[config.mk]
export PLATFORM = sky130hd
export DESIGN_NAME = dds_sweep_controller
export DESIGN_NICKNAME = d
export VERILOG_FILES = /design/src/rtl/dds_sweep_controller.sv
export SDC_FILE = /design/constraint.sdc
export NUM_CORES = 1
export LEC_CHECK = 0
export BUFFER_PORTS_ARGS = -buffer_cell sky130_fd_sc_hd__buf_2
export CAP_MARGIN = 20
export CORE_ASPECT_RATIO = 1.5
export CORE_MARGIN = 3
export CORE_UTILIZATION = 60
export DETAILED_ROUTE_END_ITERATION = 7
export GPL_TIMING_DRIVEN = 0
export PLACE_DENSITY = 0.83
export SLEW_MARGIN = 30
export SYNTH_ARGS = -nofsm -noshare
export SYNTH_HDL_FRONTEND = slang
export SYNTH_SLANG_ARGS = --single-unit
[constraint.sdc]
create_clock -name clk -period 14.45 [get_ports clk]
set_clock_uncertainty 0.05 [all_clocks]
set_input_delay 0.7225 -clock clk [delete_from_list [all_inputs] [get_ports clk]]
set_output_delay 0.7225 -clock clk [all_outputs]
set_load 0.01 [all_outputs]
[src/rtl/dds_sweep_controller.sv]
// Linear frequency sweep sequencer feeding the DDS tuning word.
// Config is captured at start; modes: single, sawtooth repeat, triangle repeat.
module dds_sweep_controller #(
    parameter int FREQ_W  = 28,
    parameter int DWELL_W = 16
) (
    input  logic              clk,
    input  logic              rst_n,
    input  logic              start,
    input  logic              abort,
    input  logic [FREQ_W-1:0] cfg_start_freq,
    input  logic [FREQ_W-1:0] cfg_stop_freq,
    input  logic [FREQ_W-1:0] cfg_step,
    input  logic [DWELL_W-1:0] cfg_dwell,
    input  logic [1:0]        cfg_mode,
    output logic [FREQ_W-1:0] freq_word,
    output logic              freq_valid,
    output logic              busy,
    output logic              done
);

    localparam logic [1:0] S_IDLE   = 2'd0;
    localparam logic [1:0] S_UP     = 2'd1;
    localparam logic [1:0] S_DOWN   = 2'd2;
    localparam logic [1:0] S_FINISH = 2'd3;

    logic [1:0]         state_q, state_d;
    logic [FREQ_W-1:0]  freq_q, freq_d;
    logic               valid_q, valid_d;
    logic               busy_q, busy_d;
    logic               done_q, done_d;
    logic [DWELL_W-1:0] cnt_q, cnt_d;
    logic [FREQ_W-1:0]  start_q, start_d;
    logic [FREQ_W-1:0]  stop_q, stop_d;
    logic [FREQ_W-1:0]  step_q, step_d;
    logic [DWELL_W-1:0] dwell_q, dwell_d;
    logic [1:0]         mode_q, mode_d;

    logic [FREQ_W:0]    up_sum;
    logic [FREQ_W-1:0]  up_next;
    logic [FREQ_W-1:0]  diff;
    logic [FREQ_W-1:0]  down_next;

    // One extra bit on the sum so a full-scale stop word clamps instead of wrapping.
    assign up_sum    = {1'b0, freq_q} + {1'b0, step_q};
    assign up_next   = (up_sum >= {1'b0, stop_q}) ? stop_q : up_sum[FREQ_W-1:0];
    assign diff      = freq_q - step_q;
    assign down_next = ((freq_q < step_q) || (diff <= start_q)) ? start_q : diff;

    always_comb begin
        state_d = state_q;
        freq_d  = freq_q;
        valid_d = 1'b0;
        busy_d  = busy_q;
        done_d  = 1'b0;
        cnt_d   = cnt_q;
        start_d = start_q;
        stop_d  = stop_q;
        step_d  = step_q;
        dwell_d = dwell_q;
        mode_d  = mode_q;

        if (state_q == S_IDLE) begin
            if (start && !abort) begin
                start_d = cfg_start_freq;
                stop_d  = cfg_stop_freq;
                step_d  = cfg_step;
                dwell_d = cfg_dwell;
                mode_d  = cfg_mode;
                freq_d  = cfg_start_freq;
                valid_d = 1'b1;
                busy_d  = 1'b1;
                cnt_d   = cfg_dwell;
                state_d = ((cfg_step == '0) || (cfg_start_freq >= cfg_stop_freq))
                          ? S_FINISH : S_UP;
            end
        end else if (abort) begin
            state_d = S_IDLE;
            busy_d  = 1'b0;
        end else begin
            case (state_q)
                S_UP: begin
                    if (cnt_q != '0) begin
                        cnt_d = cnt_q - 1'b1;
                    end else if (freq_q == stop_q) begin
                        case (mode_q)
                            2'b01: begin
                                freq_d  = start_q;
                                valid_d = 1'b1;
                                cnt_d   = dwell_q;
                            end
                            2'b10: begin
                                state_d = S_DOWN;
                                freq_d  = down_next;
                                valid_d = 1'b1;
                                cnt_d   = dwell_q;
                            end
                            default: begin
                                state_d = S_FINISH;
                                done_d  = 1'b1;
                                busy_d  = 1'b0;
                            end
                        endcase
                    end else begin
                        freq_d  = up_next;
                        valid_d = 1'b1;
                        cnt_d   = dwell_q;
                    end
                end
                S_DOWN: begin
                    if (cnt_q != '0) begin
                        cnt_d = cnt_q - 1'b1;
                    end else begin
                        if (freq_q == start_q) state_d = S_UP;
                        freq_d  = (freq_q == start_q) ? up_next : down_next;
                        valid_d = 1'b1;
                        cnt_d   = dwell_q;
                    end
                end
                default: begin
                    // A degenerate start lands here with done still low: hold the
                    // start word one cycle, then pulse done before returning idle.
                    if (done_q) begin
                        state_d = S_IDLE;
                    end else begin
                        done_d = 1'b1;
                        busy_d = 1'b0;
                    end
                end
            endcase
        end
    end

    always_ff @(posedge clk or negedge rst_n) begin
        if (!rst_n) begin
            state_q <= S_IDLE;
            freq_q  <= '0;
            valid_q <= 1'b0;
            busy_q  <= 1'b0;
            done_q  <= 1'b0;
            cnt_q   <= '0;
            start_q <= '0;
            stop_q  <= '0;
            step_q  <= '0;
            dwell_q <= '0;
            mode_q  <= '0;
        end else begin
            state_q <= state_d;
            freq_q  <= freq_d;
            valid_q <= valid_d;
            busy_q  <= busy_d;
            done_q  <= done_d;
            cnt_q   <= cnt_d;
            start_q <= start_d;
            stop_q  <= stop_d;
            step_q  <= step_d;
            dwell_q <= dwell_d;
            mode_q  <= mode_d;
        end
    end

    assign freq_word  = freq_q;
    assign freq_valid = valid_q;
    assign busy       = busy_q;
    assign done       = done_q;

endmodule

==> out/results.env, run 1 <==
FF2FF_PATH_DEPTH=24
WORST_R2R_ENDPOINT='freq_word[11]'
POST_LAYOUT_MIN_PERIOD_NS=7.02
DP_HPWL_MM=42.8
DIE_HEIGHT_UM=192
DETAIL_ROUTE.FIRST_PASS.ITERATIONS=6
MOSTFREQUENTLAYOUTCELL='sky130_fd_sc_hd__inv_1'
DESIGN.DIE.AREA_UM2=25100
WORST_PATH_MOST_REPEATED_CELL='sky130_fd_sc_hd__o21ai_1'
DRC_VIOLATIONS_LEFT=0
GLOBALROUTEMET3UTIL_PCT=7.01
FINAL_LAYOUT_SIZE_SUFFIX_GT1_SHARE_PCT=16.6
CRITICAL_PATH.MAX_STAGE_DELAY_NS=0.67
TRITONCTS_CLOCK_TREE='done'
TNS_NS=0
CTS_RESIZED=0
TIMING.REG2REG.SETUP_SLACK_NS=7.43
CAP_VIOLATIONS=0
DR_TOTAL_VIAS=14044
GRT_PASS1_VIAS=14017
AVGSYNTHCELLAREA_UM2=8.38
WORSTSETUPPATHTYPE='flip-flop to flip-flop'
CP_DATA_REQUIRED_TIME_NS=14.72
DIE_WIDTH_UM=130
MAX_SLEW_MARGIN_PCT=38.7
ARRIVAL_TIME_WORST_ENDPOINT_NS=7.29
CRIT_PATH_MAX_FANOUT=10
NNETSFINAL=2074
CRIT_PATH_START_KIND='flip-flop'
PATH_CLK_SLEW_NS=0.07
TRITONCTS_NUM_SINKS=151
POST_DRT_WL_PER_CELL_UM=25.6
FINAL_WORST_PATH_PERIOD_SHARE_PCT=48.6
GRTUSAGEMET2_PCT=71.3
FINAL_HOLD_SLACK_NS=0.104
FINALWEIGHTEDCONGESTION=1.04
SYNTH.CELL_AREA_UM2=13900
PLACE_WS_NS=7.73
FINALSETUPVIOLCOUNT=0
GRT_MAX_DEGREE=61
NUMCTSBUFFERS=17
ASYNCSETRESETFLOPFRACSYNTH_PCT=100
GR-MAX-USAGE-LAYER='met2'
ENDPOINT_KIND='flip-flop'
DRT_WL_TOTAL_MM=54.0
TIMING_MAX_TRANSITION_VIOLATIONS_FINAL=0
CTS-ROOT-TO-SINK-BUFFERS=2
SYNTH_EDF_COUNT=0
STARTPOINT_OF_THE_WORST_REGISTER_TO_REGISTER_PATH='freq_word[0]'
DETAIL_ROUTE.VIAS_PER_CELL=6.67
CELLS_TRAVERSED_ALONG_THE_WORST_TIMING_PATH='inv_1 -> ha_1 -> inv_1 -> fa_1 -> a211oi_1 -> o21ai_1 -> o21ai_1 -> a211oi_2 -> or3_1 -> a31oi_1 -> xnor2_1 -> ha_1 -> and3_1 -> nand4_1 -> or4_1 -> or4_1 -> o21ai_2 -> nor2_4 -> buf_6 -> clkbuf_1 -> nand2_1 -> o21ai_1 -> a21oi_1 -> nand3_1'
PLACEMENT.CELL_AREA_UM2=15000
MOST_USED_FLIP_FLOP_CELL_AFTER_SYNTHESIS='sky130_fd_sc_hd__dfrtp_1'
NUMBER_OF_PORT_BUFFERS=135
POSTLAYOUTSETUPSLACKWORST_NS=7.43
CTSHOLDBUFFERS=0
FLOPS_LATCHES_SYNTH=151
HOLD_VIOL=0
DR.FIRST_ITER.DRC_COUNT=1396
SYNTH-WARNING-COUNT=0
OVERFLOW=0
USE_MET1_PCT=49.2
CTS_MAX_LEVEL=4
GRT_PASS1_WL_MM=80.3
ANT_NETS=0
GRT_SETUP_UNREPAIRED='no'
POSTCTSSETUPBUFFERS=0
START_UTIL_PCT=61.7
LAYOUT.CELLS.MOST_COMMON_LIST='162 x sky130_fd_sc_hd__inv_1, 155 x sky130_fd_sc_hd__buf_2, 151 x sky130_fd_sc_hd__dfrtp_1'
IO-PIN-COUNT=137
N_ANTENNA_CELL=0
SYNTH_CELLS=1660
SEQ_AREA_FRAC_SYNTH_PCT=27.2
CORE-AREA_UM2=22600
SYNTH.DISTINCT_CELLS=79
WORST-SLEW-PIN-TRANSITION_NS=0.920
GR-USAGE-ALL-LAYERS_PCT=43.2
ANTENNA_FOUND_INITIAL=0
ROOT_BUFFER='sky130_fd_sc_hd__clkbuf_16'
OUTCOME='finished clean'
LAYOUT.CELL_AREA.NON_FILLER_UM2=15600
ROWS=67
POSTSYNTHNETCOUNT=1917
TIMING.HOLD.WORST.CLASS='input pin to asynchronous set/reset pin'
AREAGROWTHSYNTHTOFINISH_PCT=12.1
WORST_PATH_MAX_DELAY_CELL='sky130_fd_sc_hd__or4_1'
FMAX_GHz=0.142
WORST_SKEW_PAIR.LATE_LATENCY_NS=0.45
[synth_stat cells (14+ instances only)]
cell type / number / share of area, %
sky130_fd_sc_hd__buf_2: 20 / 0.72
sky130_fd_sc_hd__mux2_2: 77 / 6.2
sky130_fd_sc_hd__a21oi_1: 144 / 5.2
sky130_fd_sc_hd__nand2_1: 109 / 2.9
sky130_fd_sc_hd__clkbuf_1: 47 / 1.3
sky130_fd_sc_hd__nand3_1: 29 / 1.0
sky130_fd_sc_hd__o21ai_0: 115 / 4.1
sky130_fd_sc_hd__nor3_1: 32 / 1.2
sky130_fd_sc_hd__inv_1: 162 / 4.4
sky130_fd_sc_hd__mux2i_1: 35 / 2.5
sky130_fd_sc_hd__nand2b_1: 18 / 0.81
sky130_fd_sc_hd__nor4_1: 20 / 0.90
sky130_fd_sc_hd__nand4_1: 35 / 1.6
sky130_fd_sc_hd__nor2_1: 117 / 3.2
sky130_fd_sc_hd__dfrtp_1: 151 / 27
sky130_fd_sc_hd__ha_1: 149 / 13
sky130_fd_sc_hd__o21ai_1: 17 / 0.61
sky130_fd_sc_hd__a31oi_1: 18 / 0.81
sky130_fd_sc_hd__xor2_1: 27 / 1.7
sky130_fd_sc_hd__xnor2_1: 88 / 5.5
sky130_fd_sc_hd__a211oi_1: 31 / 1.7
sky130_fd_sc_hd__or3_1: 14 / 0.63
[through the flow]
step	util, %	std cells
6_report	69.2	2106
5_1_grt	69.2	2106
4_1_cts	69.1	2106
3_5_place_dp	66.6	2074
3_3_place_gp	66.2	2071
2_1_floorplan	-	1660
[worst max-delay path, delay by kind of cell (launching register included)]
kind / cells / cell delay, ns
AOI/OAI and AO/OA: 8 / 1.93
buffers and inverters: 4 / 0.76
adders and majority gates: 3 / 0.98
and+or+nand+nor: 8 / 2.44
xor gates and xnor gates: 1 / 0.21
DFF: 1 / 0.49
[layout make-up]
type	instances	area (µm²)
inverters	164	616
repair buffers	138	746
fillers	1885	6960
well taps	276	345
plain buffers	76	362
clock buffers	18	439
clock inverters	14	139
multi-input cells	1269	9170
flip-flops and latches	151	3780
[layer usage]
layer | vias up | wire (µm)
li1 | 6258 | -
met1 | 6657 | 19000
met2 | 870 | 25600
met3 | 259 | 4480
met4 | 0 | 4940
met5 | - | 0
[flip-flops by register name, summed over array words and instances (netlist names), 2 cells and up]
name,cells
cnt_q,16
dwell_q,16
freq_word,28
mode_q,2
start_q,28
state_q,2
step_q,28
stop_q,28
[how the worst max path moves through the flow]
stage | startpoint | to | slack, ns | depth (start not counted)
2_1_floorplan | freq_word[4] | freq_word[27] | 9.10 | 20
3_3_place_gp | freq_word[0] | freq_word[14] | 7.74 | 24
3_5_place_dp | freq_word[0] | freq_word[11] | 7.73 | 24
4_1_cts | freq_word[0] | freq_word[11] | 7.69 | 24
5_1_grt | freq_word[0] | freq_word[11] | 7.31 | 24
6_report | freq_word[0] | freq_word[11] | 7.43 | 24
[kinds of logic after synthesis]
group,share of synthesized area [%]
multiplexers,9.64
AND/OR/NAND/NOR,14.8
XOR/XNOR,7.24
flip-flops,27.2
AO/OA/AOI/OAI,20.4
buffers and inverters,7.01
adder cells (fa/ha/maj),13.7
Power of run 1 is left out: the tool's default activity adds up to more than one toggle a clock period on the data nets, which glitch-free logic cannot reach.
==> inputs of run 2 (changes only) <==
Clock period 14.45 ns to 6.7 ns, I/O delays scaled along.
==> out/results.env, run 2 (synthesis results as in run 1) <==
OUTCOME='finished clean'
PLACE_WS_NS=-0.0181
GRT_SETUP_UNREPAIRED='no'
AREAGROWTHSYNTHTOFINISH_PCT=12.7
TIMING_MAX_TRANSITION_VIOLATIONS_FINAL=0
WORSTSETUPPATHTYPE='flip-flop to flip-flop'
STARTPOINT_OF_THE_WORST_REGISTER_TO_REGISTER_PATH='freq_word[20]'
GRT_PASS1_VIAS=14042
CTS_MAX_LEVEL=4
NFILLCELLS=1888
IO-PIN-COUNT=137
WORST_R2R_ENDPOINT='freq_word[13]'
POSTLAYOUTSETUPSLACKWORST_NS=0.101
DESIGN.DIE.AREA_UM2=25100
REGAREA_UM2=3780
HOLD_VIOL=0
CP_DATA_REQUIRED_TIME_NS=6.97
DR_TOTAL_VIAS=14064
SETUP.WORST_PATH.END='freq_word[13]'
LAYOUT.CELL_AREA.NON_FILLER_UM2=15700
GRT_PASS1_WL_MM=80.5
DP_HPWL_MM=42.8
FINAL_LAYOUT_SIZE_SUFFIX_GT1_SHARE_PCT=17.2
START_UTIL_PCT=61.7
MOSTFREQUENTLAYOUTCELL='sky130_fd_sc_hd__inv_1'
FF2FF_PATH_DEPTH=18
GR-USAGE-ALL-LAYERS_PCT=43.3
ENDPOINT_KIND='flip-flop'
FINAL_WORST_PATH_PERIOD_SHARE_PCT=98.5
ANT_NETS=0
TRITONCTS_CLOCK_TREE='done'
FINALSETUPVIOLCOUNT=0
N_ANTENNA_CELL=0
CRIT_PATH_MAX_FANOUT=10
MULTI_INPUT_COMB_AREA_UM2=9240
POSTCTSSETUPBUFFERS=0
WORST_SKEW_PAIR.LATE_LATENCY_NS=0.45
GRT_MAX_DEGREE=61
DR.FIRST_ITER.DRC_COUNT=1409
DIE_WIDTH_UM=130
DRC_VIOLATIONS_LEFT=0
ROWS=67
MIN-DELAY-START='cfg_mode[1]'
LAYOUT.CELLS.MOST_COMMON_LIST='162 x sky130_fd_sc_hd__inv_1, 155 x sky130_fd_sc_hd__buf_2, 150 x sky130_fd_sc_hd__dfrtp_1'
MAX_SLEW_MARGIN_PCT=40.8
CRIT_PATH_START_KIND='flip-flop'
PATH_CLK_SLEW_NS=0.07
CTS-ROOT-TO-SINK-BUFFERS=2
FMAX_GHz=0.152
DETAIL_ROUTE.FIRST_PASS.ITERATIONS=6
DIE_HEIGHT_UM=192
OVERFLOW=0
PLACEMENT.CELL_AREA_UM2=15000
TRITONCTS_NUM_SINKS=151
FINALWEIGHTEDCONGESTION=1.04
DETAIL_ROUTE.VIAS_PER_CELL=6.67
POST_LAYOUT_MIN_PERIOD_NS=6.60
TNS_NS=0
DRT_WL_TOTAL_MM=54.1
ARRIVAL_TIME_WORST_ENDPOINT_NS=6.87
NNETSFINAL=2075
POST_DRT_WL_PER_CELL_UM=25.7
TIMING.HOLD.WORST.CLASS='input pin to flip-flop'
WORST-SLEW-PIN-TRANSITION_NS=0.882
WORSTSETUPSTARTPOINT='freq_word[20]'
TIMING.REG2REG.SETUP_SLACK_NS=0.10
NUMCTSBUFFERS=17
CAP_VIOLATIONS=0
NUMBER_OF_PORT_BUFFERS=135
CORE-AREA_UM2=22600
ANTENNA_FOUND_INITIAL=0
ROOT_BUFFER='sky130_fd_sc_hd__clkbuf_16'
FINAL_HOLD_SLACK_NS=0.0738
[run 2: worst max-delay path, cell delays in order, from the launching register on]
cell,delay [ns]
sky130_fd_sc_hd__dfrtp_1,0.55
sky130_fd_sc_hd__ha_1,0.42
sky130_fd_sc_hd__clkbuf_1,0.47
sky130_fd_sc_hd__a21oi_1,0.13
sky130_fd_sc_hd__o31ai_1,0.51
sky130_fd_sc_hd__o31ai_1,0.16
sky130_fd_sc_hd__a221o_1,0.28
sky130_fd_sc_hd__a311oi_1,0.73
sky130_fd_sc_hd__ha_1,0.24
sky130_fd_sc_hd__and3_1,0.15
sky130_fd_sc_hd__nand4_1,0.21
sky130_fd_sc_hd__or4_1,0.67
sky130_fd_sc_hd__or4_1,0.57
sky130_fd_sc_hd__o21ai_2,0.20
sky130_fd_sc_hd__nor2_4,0.15
sky130_fd_sc_hd__buf_6,0.21
sky130_fd_sc_hd__mux2_1,0.32
sky130_fd_sc_hd__a221oi_1,0.29
sky130_fd_sc_hd__a21oi_1,0.15
[run 2: through the flow]
step / utilization (%) / std cells
floorplan: - / 1660
global placement: 66.2 / 2071
detailed placement: 66.6 / 2074
CTS: 69.2 / 2107
global route: 69.5 / 2107
finish: 69.5 / 2107
[run 2: metal layers]
metal  track usage, %  wire [µm]  share of wire, %
met2             71.6      25700                47
met3             7.03       4210               7.8
met4             32.9       4990               9.2
met1             49.3      19200                36
met5                0          0                 0
[run 2: repair_timing]
| item | 4_1_cts | 5_1_grt |
|---|---|---|
| endpoints found under the hold margin | 41 | 0 |
| resized for setup | 2 | 13 |
| hold buffers | 1 | 0 |
| pin swaps | 0 | 1 |
| endpoints found under the setup margin | 11 | 28 |
[run 2: cell type report]
cell class | count | share of cell area [%]
Buffer | 76 | 2.31
Clock buffer | 18 | 2.80
Clock inverter | 14 | 0.886
Inverter | 164 | 3.93
Multi-Input combinational cell | 1269 | 58.9
Sequential cell | 151 | 24.1
Tap cell | 276 | 2.20
Timing Repair Buffer | 139 | 4.82
[run 2: worst min-delay path by stage]
stage | cells past startpoint | to
final | 2 | mode_q[1]
after global routing | 2 | mode_q[1]
after CTS | 2 | mode_q[0]
after detailed placement | 1 | step_q[9]
after global placement | 1 | dwell_q[14]
after floorplan | 0 | busy
Power of run 2 is left out for the same reason.
==> inputs of run 3 (changes only) <==
Settings changed: BUFFER_PORTS_ARGS -buffer_cell sky130_fd_sc_hd__buf_2 to not set, CTS_BUF_LIST set to sky130_fd_sc_hd__clkbuf_16, DONT_BUFFER_PORTS set to 1, PLACE_DENSITY 0.83 to 0.78.
==> out/results.env, run 3 (synthesis results as in run 1) <==
OUTCOME='finished clean'
LAYOUT.CELL_AREA.NON_FILLER_UM2=15700
PATH_CLK_SLEW_NS=0.07
FINALWEIGHTEDCONGESTION=1.04
FINAL_HOLD_SLACK_NS=0.0121
MAX_SLEW_MARGIN_PCT=29.7
POST_LAYOUT_CELL_COUNT=2044
CRITICAL_PATH.MAX_STAGE_DELAY_NS=0.74
PLACEMENT.CELL_AREA_UM2=14300
TIMING.REG2REG.SETUP_SLACK_NS=0.02
DP_CELLS=1937
DR_TOTAL_VIAS=13822
CRIT_FAMILY='compound AO/OA/AOI/OAI gates'
MULTI_INPUT_COMB_AREA_UM2=9210
SETUP.WORST_PATH.END='freq_word[5]'
CRIT_PATH_START_KIND='flip-flop'
DIE_WIDTH_UM=130
GRT_PASS1_VIAS=13775
FF2FF_PATH_DEPTH=21
FINALSETUPVIOLCOUNT=0
DRT_WL_TOTAL_MM=54.1
IO-PIN-COUNT=137
START_UTIL_PCT=61.7
ARRIVAL_TIME_WORST_ENDPOINT_NS=6.92
WORST_PATH_MAX_DELAY_CELL='sky130_fd_sc_hd__a2111oi_1'
TIMING.CRITICAL_PATH.BUF_INV=3
WORST_SKEW_PAIR.LATE_LATENCY_NS=0.44
WORST_R2R_ENDPOINT='freq_word[5]'
GRT_MAX_DEGREE=152
WORST-PATH-STAGES=21
NNETSFINAL=2011
NFILLCELLS=1866
POST_DRT_WL_PER_CELL_UM=26.5
DESIGN.DIE.AREA_UM2=25100
CTS-ROOT-TO-SINK-BUFFERS=2
POST_LAYOUT_MIN_PERIOD_NS=6.68
HOLD_VIOL=0
AREAGROWTHSYNTHTOFINISH_PCT=12.5
LAYOUT.CELLS.MOST_COMMON_LIST='163 x sky130_fd_sc_hd__inv_1, 150 x sky130_fd_sc_hd__dfrtp_1, 149 x sky130_fd_sc_hd__ha_1'
WORSTSETUPPATHTYPE='flip-flop to flip-flop'
WORSTSETUPSTARTPOINT='freq_word[6]'
STARTPOINT_OF_THE_WORST_REGISTER_TO_REGISTER_PATH='freq_word[6]'
TRITONCTS_CLOCK_TREE='done'
GR-USAGE-ALL-LAYERS_PCT=42.8
CTS_MAX_LEVEL=4
DRC_VIOLATIONS_LEFT=0
DETAIL_ROUTE.VIAS_PER_CELL=6.76
WORST-SLEW-PIN-TRANSITION_NS=1.05
NUMBER_OF_PORT_BUFFERS=0
FINAL_LAYOUT_SIZE_SUFFIX_GT1_SHARE_PCT=9.90
CORE-AREA_UM2=22600
CAP_VIOLATIONS=0
DIE_HEIGHT_UM=192
TIMING.HOLD.WORST.CLASS='input pin to flip-flop'
ROOT_BUFFER='sky130_fd_sc_hd__clkbuf_16'
ENDPOINT_KIND='flip-flop'
GRT_PASS1_WL_MM=79.5
CP_DATA_REQUIRED_TIME_NS=6.94
ANT_NETS=0
DR.FIRST_ITER.DRC_COUNT=1386
FINAL_WORST_PATH_PERIOD_SHARE_PCT=99.8
TRITONCTS_NUM_SINKS=151
REGAREA_UM2=3780
MOSTFREQUENTLAYOUTCELL='sky130_fd_sc_hd__inv_1'
NUMCTSBUFFERS=17
DETAIL_ROUTE.FIRST_PASS.ITERATIONS=7
GRT_SETUP_UNREPAIRED='no'
OVERFLOW=0
CELLS_TRAVERSED_ALONG_THE_WORST_TIMING_PATH='ha_1 -> buf_2 -> nor2b_1 -> a2111oi_1 -> a21oi_1 -> o21ai_0 -> nand2_1 -> a41oi_1 -> o21bai_1 -> xnor2_1 -> ha_1 -> nand3_1 -> nor2_1 -> nand2_1 -> a311oi_1 -> or4_1 -> buf_6 -> buf_2 -> a21oi_1 -> a222oi_1 -> o221ai_1'
FMAX_GHz=0.150
DP_HPWL_MM=41.6
TIMING_MAX_TRANSITION_VIOLATIONS_FINAL=0
ANTENNA_FOUND_INITIAL=0
CRIT_PATH_MAX_FANOUT=10
ROWS=67
run 3: cell count changes in the layout (fill, tap and decap cells not counted), sizes merged:
cell,change
bufinv,+1
clkinv,+1
inv,-2
dlygate4sd3,+69
clkinvlp,+1
buf,-134
diode,+1
run 3: area by class of cell:
type                    count  share of cell area, %
inverters                 164                   3.93
well taps                 276                   2.21
diodes                      1                 0.0160
clock buffers              17                   2.72
multi-input cells        1269                   58.8
clock inverters            15                  0.983
repair buffers             75                   4.87
flip-flops and latches    151                   24.2
plain buffers              76                   2.30
run 3: repair_timing:
action                                  in CTS  in global routing
resized for setup                            2                  9
endpoints found under the setup margin       5                 27
hold buffers                                71                  0
buffers inserted                             0                  2
pin swaps                                    0                  2
hold endpoints to repair                   223                  0
run 3: worst min path at each step:
stage,cells past startpoint,to,slack (ns),startpoint
2_1_floorplan,0,busy,-0.01,rst_n
5_1_grt,1,start_q[6],0.002,cfg_start_freq[6]
3_3_place_gp,0,step_q[12],-0.007,rst_n
4_1_cts,1,start_q[6],0.002,cfg_start_freq[6]
3_5_place_dp,0,step_q[9],-0.007,rst_n
6_report,1,start_q[6],0.01,cfg_start_freq[6]
run 3: metrics by stage:
| stage | setup slack (ns) | setup TNS [ns] | util (%) |
|---|---|---|---|
| 2_1_floorplan | 1.35 | 0 | - |
| 3_3_place_gp | -0.0311 | -0.118 | 63.2 |
| 3_5_place_dp | -0.0290 | -0.0290 | 63.3 |
| 4_1_cts | 0.0476 | 0 | 69.1 |
| 5_1_grt | 0.000742 | 0 | 69.4 |
| 6_report | 0.0160 | 0 | 69.4 |
run 3: per-layer routing:
metal	global-route usage, %	share of wire, %	up-vias
met4	32.5	9.1	0
met5	0	0	-
li1	-	-	6132
met1	47.7	35	6560
met3	7.62	8.6	255
met2	71.4	47	875
Power of run 3 is left out for the same reason.
